<file path="src/rtl/pipe_buf_stage.sv">
// -----------------------------------------------------------------------------
// pipe_buf_stage
//
// Elastic pipeline buffer placed between two pipeline stages. It carries one
// packed stage payload under a valid/ready handshake. A main (head) register
// and a skid register let the stage absorb one cycle of downstream
// back-pressure without a combinational path from out_ready to in_ready.
// A synchronous flush empties the stage and parks both registers at the
// bubble (NOP) payload. A saturating counter records back-pressured cycles.
//
// Parameters
//   WIDTH        payload width in bits (default 41: 9-bit PC + 32-bit instr)
//   BUBBLE_DATA  payload shown on out_data while the stage is empty
//   CNT_W        stall counter width
//
// Ports
//   clk        in   1      clock, rising edge
//   rst_n      in   1      asynchronous active-low reset
//   flush      in   1      synchronous flush, highest priority
//   in_valid   in   1      upstream payload valid
//   in_ready   out  1      stage can accept a payload
//   in_data    in   WIDTH  upstream payload
//   out_valid  out  1      stage holds a payload for downstream
//   out_ready  in   1      downstream accepts the payload
//   out_data   out  WIDTH  payload to downstream (BUBBLE_DATA when empty)
//   occupancy  out  2      number of held entries, 0..2
//   stall_cnt  out  CNT_W  saturating count of out_valid & !out_ready cycles
//
// State table
//   state    | meaning
//   ---------+---------------------------------------------------------
//   ST_EMPTY | nothing held; out_data shows BUBBLE_DATA
//   ST_ONE   | head payload in main register, skid register unused
//   ST_FULL  | head in main, next payload in skid; upstream is stalled
// -----------------------------------------------------------------------------
module pipe_buf_stage #(
  parameter int unsigned             WIDTH       = 41,
  parameter logic [WIDTH-1:0]        BUBBLE_DATA = 41'h00000000013,
  parameter int unsigned             CNT_W       = 16
) (
  input  logic             clk,
  input  logic             rst_n,
  input  logic             flush,
  input  logic             in_valid,
  output logic             in_ready,
  input  logic [WIDTH-1:0] in_data,
  output logic             out_valid,
  input  logic             out_ready,
  output logic [WIDTH-1:0] out_data,
  output logic [1:0]       occupancy,
  output logic [CNT_W-1:0] stall_cnt
);

  typedef enum logic [1:0] {
    ST_EMPTY = 2'd0,
    ST_ONE   = 2'd1,
    ST_FULL  = 2'd2
  } state_e;

  localparam logic [CNT_W-1:0] CNT_MAX = {CNT_W{1'b1}};
  localparam logic [CNT_W-1:0] CNT_ONE = {{(CNT_W-1){1'b0}}, 1'b1};

  state_e            state_q, state_d;
  logic [WIDTH-1:0]  main_q, main_d;
  logic [WIDTH-1:0]  skid_q, skid_d;
  logic              in_ready_q;
  logic              out_valid_q;
  logic [1:0]        occupancy_q;
  logic [CNT_W-1:0]  stall_q;

  logic              in_fire;
  logic              out_fire;

  // Handshakes use only registered flags, so in_ready never depends on
  // out_ready within the same cycle.
  assign in_fire  = in_valid & in_ready_q;
  assign out_fire = out_valid_q & out_ready;

  always_comb begin
    state_d = state_q;
    main_d  = main_q;
    skid_d  = skid_q;
    if (flush) begin
      // Anything offered this cycle is dropped; a concurrent pop is still
      // considered taken by downstream.
      state_d = ST_EMPTY;
      main_d  = BUBBLE_DATA;
      skid_d  = BUBBLE_DATA;
    end else begin
      unique case (state_q)
        ST_EMPTY: begin
          if (in_fire) begin
            state_d = ST_ONE;
            main_d  = in_data;
          end
        end
        ST_ONE: begin
          if (in_fire && out_fire) begin
            main_d = in_data;
          end else if (in_fire) begin
            state_d = ST_FULL;
            skid_d  = in_data;
          end else if (out_fire) begin
            state_d = ST_EMPTY;
          end
        end
        ST_FULL: begin
          if (out_fire) begin
            state_d = ST_ONE;
            main_d  = skid_q;
          end
        end
        default: begin
          state_d = ST_EMPTY;
          main_d  = BUBBLE_DATA;
          skid_d  = BUBBLE_DATA;
        end
      endcase
    end
  end

  // State, payload registers and the handshake/occupancy flags are all
  // updated together from the next state, so the flags are plain flops.
  always_ff @(posedge clk or negedge rst_n) begin
    if (!rst_n) begin
      state_q     <= ST_EMPTY;
      main_q      <= BUBBLE_DATA;
      skid_q      <= BUBBLE_DATA;
      in_ready_q  <= 1'b1;
      out_valid_q <= 1'b0;
      occupancy_q <= 2'd0;
    end else begin
      state_q     <= state_d;
      main_q      <= main_d;
      skid_q      <= skid_d;
      in_ready_q  <= (state_d != ST_FULL);
      out_valid_q <= (state_d != ST_EMPTY);
      unique case (state_d)
        ST_ONE:  occupancy_q <= 2'd1;
        ST_FULL: occupancy_q <= 2'd2;
        default: occupancy_q <= 2'd0;
      endcase
    end
  end

  // Flush does not clear the counter; only reset does.
  always_ff @(posedge clk or negedge rst_n) begin
    if (!rst_n) begin
      stall_q <= '0;
    end else if (out_valid_q && !out_ready && (stall_q != CNT_MAX)) begin
      stall_q <= stall_q + CNT_ONE;
    end
  end

  assign in_ready  = in_ready_q;
  assign out_valid = out_valid_q;
  // main_q may hold a stale payload after the last pop, hence the mux.
  assign out_data  = out_valid_q ? main_q : BUBBLE_DATA;
  assign occupancy = occupancy_q;
  assign stall_cnt = stall_q;

endmodule
</file>
<file path="config.mk">
export PLATFORM = sky130hd
export DESIGN_NAME = pipe_buf_stage
export DESIGN_NICKNAME = d
export VERILOG_FILES = /design/src/rtl/pipe_buf_stage.sv
export SDC_FILE = /design/constraint.sdc
export NUM_CORES = 1
export LEC_CHECK = 0
export CAP_MARGIN = 20
export CORE_AREA = 2 2 107 109
export DETAILED_ROUTE_END_ITERATION = 7
export DIE_AREA = 0 0 109 111
export GPL_TIMING_DRIVEN = 0
export PLACE_DENSITY = 0.78
export SLEW_MARGIN = 25
export SYNTH_ARGS = -nofsm -noshare
export SYNTH_HDL_FRONTEND = slang
export SYNTH_SLANG_ARGS = --single-unit
export TNS_END_PERCENT = 20
</file>
<file path="constraint.sdc">
create_clock -name clk -period 1.54 [get_ports clk]
set_input_delay 0.385 -clock clk [delete_from_list [all_inputs] [get_ports clk]]
set_output_delay 0.385 -clock clk [all_outputs]
set_load 0.03 [all_outputs]
</file>
==> impl_metrics.prom <==
# TYPE chip_impl_metric gauge
chip_impl_info{name="outcome",value="complete, but fails checks"} 1
chip_impl_info{name="violations",value="negative setup slack"} 1
chip_impl_metric{name="post_synth_instance_area",unit="um2"} 4950
chip_impl_info{name="min-delay-path-class",value="in2async"} 1
chip_impl_metric{name="met3WireLength",unit="um"} 806
chip_impl_info{name="timing.critical_path.max_delay_family",value="buffers and inverters"} 1
chip_impl_metric{name="grt_max_degree",unit=""} 78
chip_impl_metric{name="wl_met1",unit="um"} 5840
chip_impl_info{name="synth.cells.most_frequent",value="dfrtp_1 (97), nand2_1 (86), and2_1 (40), o21ai_0 (40), mux2_2 (39)"} 1
chip_impl_metric{name="synth.yosys.warnings",unit=""} 0
chip_impl_metric{name="number_of_violations_of_the_max_capacitance_limit",unit=""} 0
chip_impl_info{name="cts_tree",value="built"} 1
chip_impl_metric{name="worst_ep_required_time",unit="ns"} 1.78
chip_impl_info{name="synth_top_area_cell",value="dfrtp_1"} 1
chip_impl_metric{name="synth-seq-cells",unit=""} 104
chip_impl_metric{name="cell_internal_pwr",unit="uW"} 5610
chip_impl_metric{name="yosysSeqAreaShare",unit="%"} 52.8
chip_impl_metric{name="layout-drive-gt1-share",unit="%"} 37.5
chip_impl_metric{name="vias_in_the_first_global_route",unit=""} 4014
chip_impl_info{name="worstSetupStartpointType",value="flop"} 1
chip_impl_metric{name="postLayoutCellArea",unit="um2"} 7350
chip_impl_metric{name="number_of_cells_traversed_by_the_worst_register_to_register_path",unit=""} 7
chip_impl_metric{name="routed_via_density",unit=""} 5.56
chip_impl_metric{name="gp_congestion",unit=""} 0.819
chip_impl_metric{name="finalPower",unit="uW"} 7880
chip_impl_metric{name="dp_worst_setup_slack",unit="ns"} -0.671
chip_impl_metric{name="static_leakage",unit="uW"} 0.00338
chip_impl_metric{name="die_area",unit="um2"} 12100
chip_impl_info{name="path_cells",value="buf_6 > xor2_4 > nand2_4 > a21oi_4 > buf_12 > clkbuf_16 > mux2_4"} 1
chip_impl_metric{name="placedInstanceArea",unit="um2"} 6260
chip_impl_metric{name="postSynth.asyncResetShare",unit="%"} 100
chip_impl_metric{name="io_buffers",unit=""} 106
chip_impl_metric{name="cts_inserted_buffers",unit=""} 9
chip_impl_metric{name="power_frac_comb",unit="%"} 26.8
chip_impl_metric{name="drt_first_iter_violations",unit=""} 321
chip_impl_metric{name="synthToLayoutAreaGrowth",unit="%"} 48.4
chip_impl_info{name="cts.root.buffer_cell",value="clkbuf_16"} 1
chip_impl_metric{name="yosysUniqueCellTypes",unit=""} 37
chip_impl_metric{name="cts-root-to-sink-buffers",unit=""} 2
chip_impl_metric{name="clock_insertion_delay_worst_skew",unit="ns"} 0.35
chip_impl_metric{name="die_w",unit="um"} 109
chip_impl_metric{name="synthDominantCellAreaShare",unit="%"} 49.0
chip_impl_metric{name="io_pins",unit=""} 107
chip_impl_metric{name="power.net_switching",unit="uW"} 2270
chip_impl_metric{name="design.core.area",unit="um2"} 11100
chip_impl_metric{name="min_period",unit="ns"} 1.78
chip_impl_metric{name="postSynthAreaPerCell",unit="um2"} 10.5
chip_impl_metric{name="irDropWorstVdd",unit="V"} 0.000616
chip_impl_metric{name="crit_path_max_incr_delay",unit="ns"} 0.37
chip_impl_info{name="ys_top_cells_by_area",value="dfrtp_1 (49%), mux2_2 (8.9%), a22o_1 (6.7%), nand2_1 (6.5%), and2_1 (5.1%)"} 1
chip_impl_metric{name="fin_worst_skew",unit="ns"} 0.00557
chip_impl_metric{name="clock_sink_count",unit=""} 104
chip_impl_metric{name="vias",unit=""} 4272
chip_impl_metric{name="slew_viol_final",unit=""} 0
chip_impl_metric{name="synth-edff-count",unit=""} 0
chip_impl_info{name="setup.worst_path.end_class",value="flop"} 1
chip_impl_metric{name="rows",unit=""} 39
chip_impl_metric{name="die-height",unit="um"} 111
chip_impl_metric{name="worst_case_headroom_to_the_max_slew_limit",unit="%"} 68.0
chip_impl_metric{name="clock_tree.htree_level_count",unit=""} 3
chip_impl_info{name="most_numerous_cell_in_the_yosys_netlist",value="dfrtp_1"} 1
chip_impl_metric{name="synthesis.nets",unit=""} 517
chip_impl_metric{name="clkSlewWorstSetupHoldPaths",unit="ns"} 0.07
chip_impl_info{name="critical_r2r_launch",value="state_q[1]"} 1
chip_impl_metric{name="start_util",unit="%"} 44.7
chip_impl_metric{name="setup.reg_to_reg.worst_slack",unit="ns"} -0.24
chip_impl_metric{name="crit_path_buf_inv_count",unit=""} 3
chip_impl_metric{name="grt_pass1_wl",unit="um"} 20000
chip_impl_metric{name="cp_max_fo",unit=""} 9
chip_impl_metric{name="antenna_found_initial",unit=""} 0
chip_impl_metric{name="post-route-drc-count",unit=""} 0
chip_impl_metric{name="wl_per_cell",unit="um"} 18.7
chip_impl_metric{name="drt.antenna.violating_nets",unit=""} 0
chip_impl_metric{name="syn_inst",unit=""} 470
chip_impl_metric{name="final.period_utilization",unit="%"} 115
chip_impl_metric{name="detailedRoute.firstPassIterationCount",unit=""} 5
chip_impl_metric{name="drt-total-wl",unit="um"} 14400
chip_impl_info{name="top_layer_used",value="met4"} 1
chip_impl_metric{name="grt_usage",unit="%"} 21.2
chip_impl_metric{name="final_core_util",unit="%"} 66.3
chip_impl_metric{name="design.final.nets",unit=""} 666
chip_impl_info{name="ys.flop_type",value="dfrtp_1"} 1
chip_impl_info{name="r2r-end",value="main_q[33]"} 1
chip_impl_metric{name="final_hold_viol_count",unit=""} 0
chip_impl_metric{name="post-dp-hpwl",unit="um"} 8490
chip_impl_metric{name="pwr_density_cell",unit="nW/um2"} 1070
chip_impl_metric{name="fmaxAchievable",unit="MHz"} 563
chip_impl_metric{name="grt-ovfl-total",unit=""} 0
chip_impl_metric{name="sw_frac_of_total",unit="%"} 28.9
chip_impl_info{name="grt_setup_unrepaired",value="true"} 1
chip_impl_metric{name="fillCellCount",unit=""} 833
chip_impl_metric{name="timing.final.ws_setup",unit="ns"} -0.237
chip_impl_metric{name="clockPowerShare",unit="%"} 32.0
chip_impl_metric{name="pwr-share-seq",unit="%"} 41.2
chip_impl_metric{name="tightest_slew",unit="ns"} 0.480
chip_impl_metric{name="cp.arrival",unit="ns"} 2.01
chip_impl_info{name="worstSetupPathType",value="reg2reg"} 1
chip_impl_metric{name="setup_viol",unit=""} 134
chip_impl_info{name="timing.critical_path.slowest_stage_cell",value="dfrtp_1"} 1
chip_impl_metric{name="detailroute.wirelength.met2",unit="um"} 7350
metrics by stage:
step | hold WS [ns] | instances | TNS, ns
final | 0.471 | 768 | -18.55
after global routing | 0.492 | 767 | -23.82
after CTS | 0.476 | 744 | -18.76
after detailed placement | 0.274 | 720 | -74.24
after global placement | 0.450 | 719 | -446.84
after floorplan | 0.0894 | 470 | -2.71
routing by layer:
| metal | GRT usage [%] | vias up |
|---|---|---|
| met5 | 0 | - |
| met4 | 9.15 | 0 |
| met3 | 3.70 | 30 |
| met2 | 34.3 | 167 |
| met1 | 27.9 | 2144 |
| li1 | - | 1931 |
area by class of cell:
cell class | count | area [um2] | share of cell area (%)
antenna | 1 | 2.50 | 0.0341
clock buffer | 13 | 260 | 3.54
multi-input combinational | 330 | 2520 | 34.2
sequential | 104 | 2620 | 35.6
inverter | 4 | 15.0 | 0.204
timing repair buffer | 138 | 1350 | 18.4
buffer | 32 | 339 | 4.62
tap | 143 | 179 | 2.44
clock inverter | 3 | 65.1 | 0.886
state kept, by name, summed over array words and instances, names as in the netlist:
name,cells
in_ready,1
main_q,41
occupancy,2
out_valid,1
skid_q,41
stall_cnt,16
state_q,2
cell families after synthesis:
family | Yosys count | share of synthesized area, %
simple gates | 173 | 16.9
flops | 104 | 52.8
compound gates | 101 | 14.2
mux | 42 | 9.56
buf+inv | 36 | 3.99
xor+xnor | 13 | 2.30
fa+ha+maj | 1 | 0.253
power by group through the flow:
stage	logic, uW	registers [uW]	clock network [uW]
floorplan	826	3360	0
global route	2230	3270	2650
CTS	1680	3220	2540
detailed placement	1610	3270	0
finish	2110	3240	2520
global placement	1570	3260	0
worst reg2reg max path: stages (launching register included):
cell,delay (ns)
dfrtp_1,0.37
buf_6,0.17
xor2_4,0.20
nand2_4,0.09
a21oi_4,0.20
buf_12,0.17
clkbuf_16,0.15
mux2_4,0.30
timing repair:
| item | in CTS | in global routing |
|---|---|---|
| pin swaps | 3 | 19 |
| endpoints found under the hold margin | 27 | 0 |
| setup buffers | 5 | 20 |
| gates cloned | 2 | 3 |
| gates resized for setup | 343 | 152 |
| hold buffers | 1 | 0 |
| setup endpoints to repair | 154 | 145 |
layout by cell type, fill, tap and decap left out, types with 6 or more instances in the layout:
master,instances
a21oi_1,10
a22o_1,38
and2_1,23
and2_4,17
buf_4,38
buf_6,37
buf_8,6
clkbuf_16,12
clkbuf_2,8
clkbuf_4,9
clkdlybuf4s15_2,10
clkdlybuf4s50_1,42
dfrtp_1,91
dfrtp_2,6
dfstp_2,7
mux2_4,41
nand2_1,84
nor3_1,6
o21ai_0,32
o21ai_1,8
xor2_1,9
worst max path at each step:
stage	from	cells after the start	slack (ns)	endpoint
4_1_cts	out_valid	7	-0.22	main_q[30]
5_1_grt	state_q[1]	7	-0.26	main_q[29]
3_5_place_dp	flush	7	-0.67	main_q[24]
2_1_floorplan	stall_cnt[0]	5	-0.11	stall_cnt[1]
6_report	state_q[1]	7	-0.24	main_q[33]
3_3_place_gp	rst_n	1	-4.05	out_valid
(Power assumes the default switching activity.)
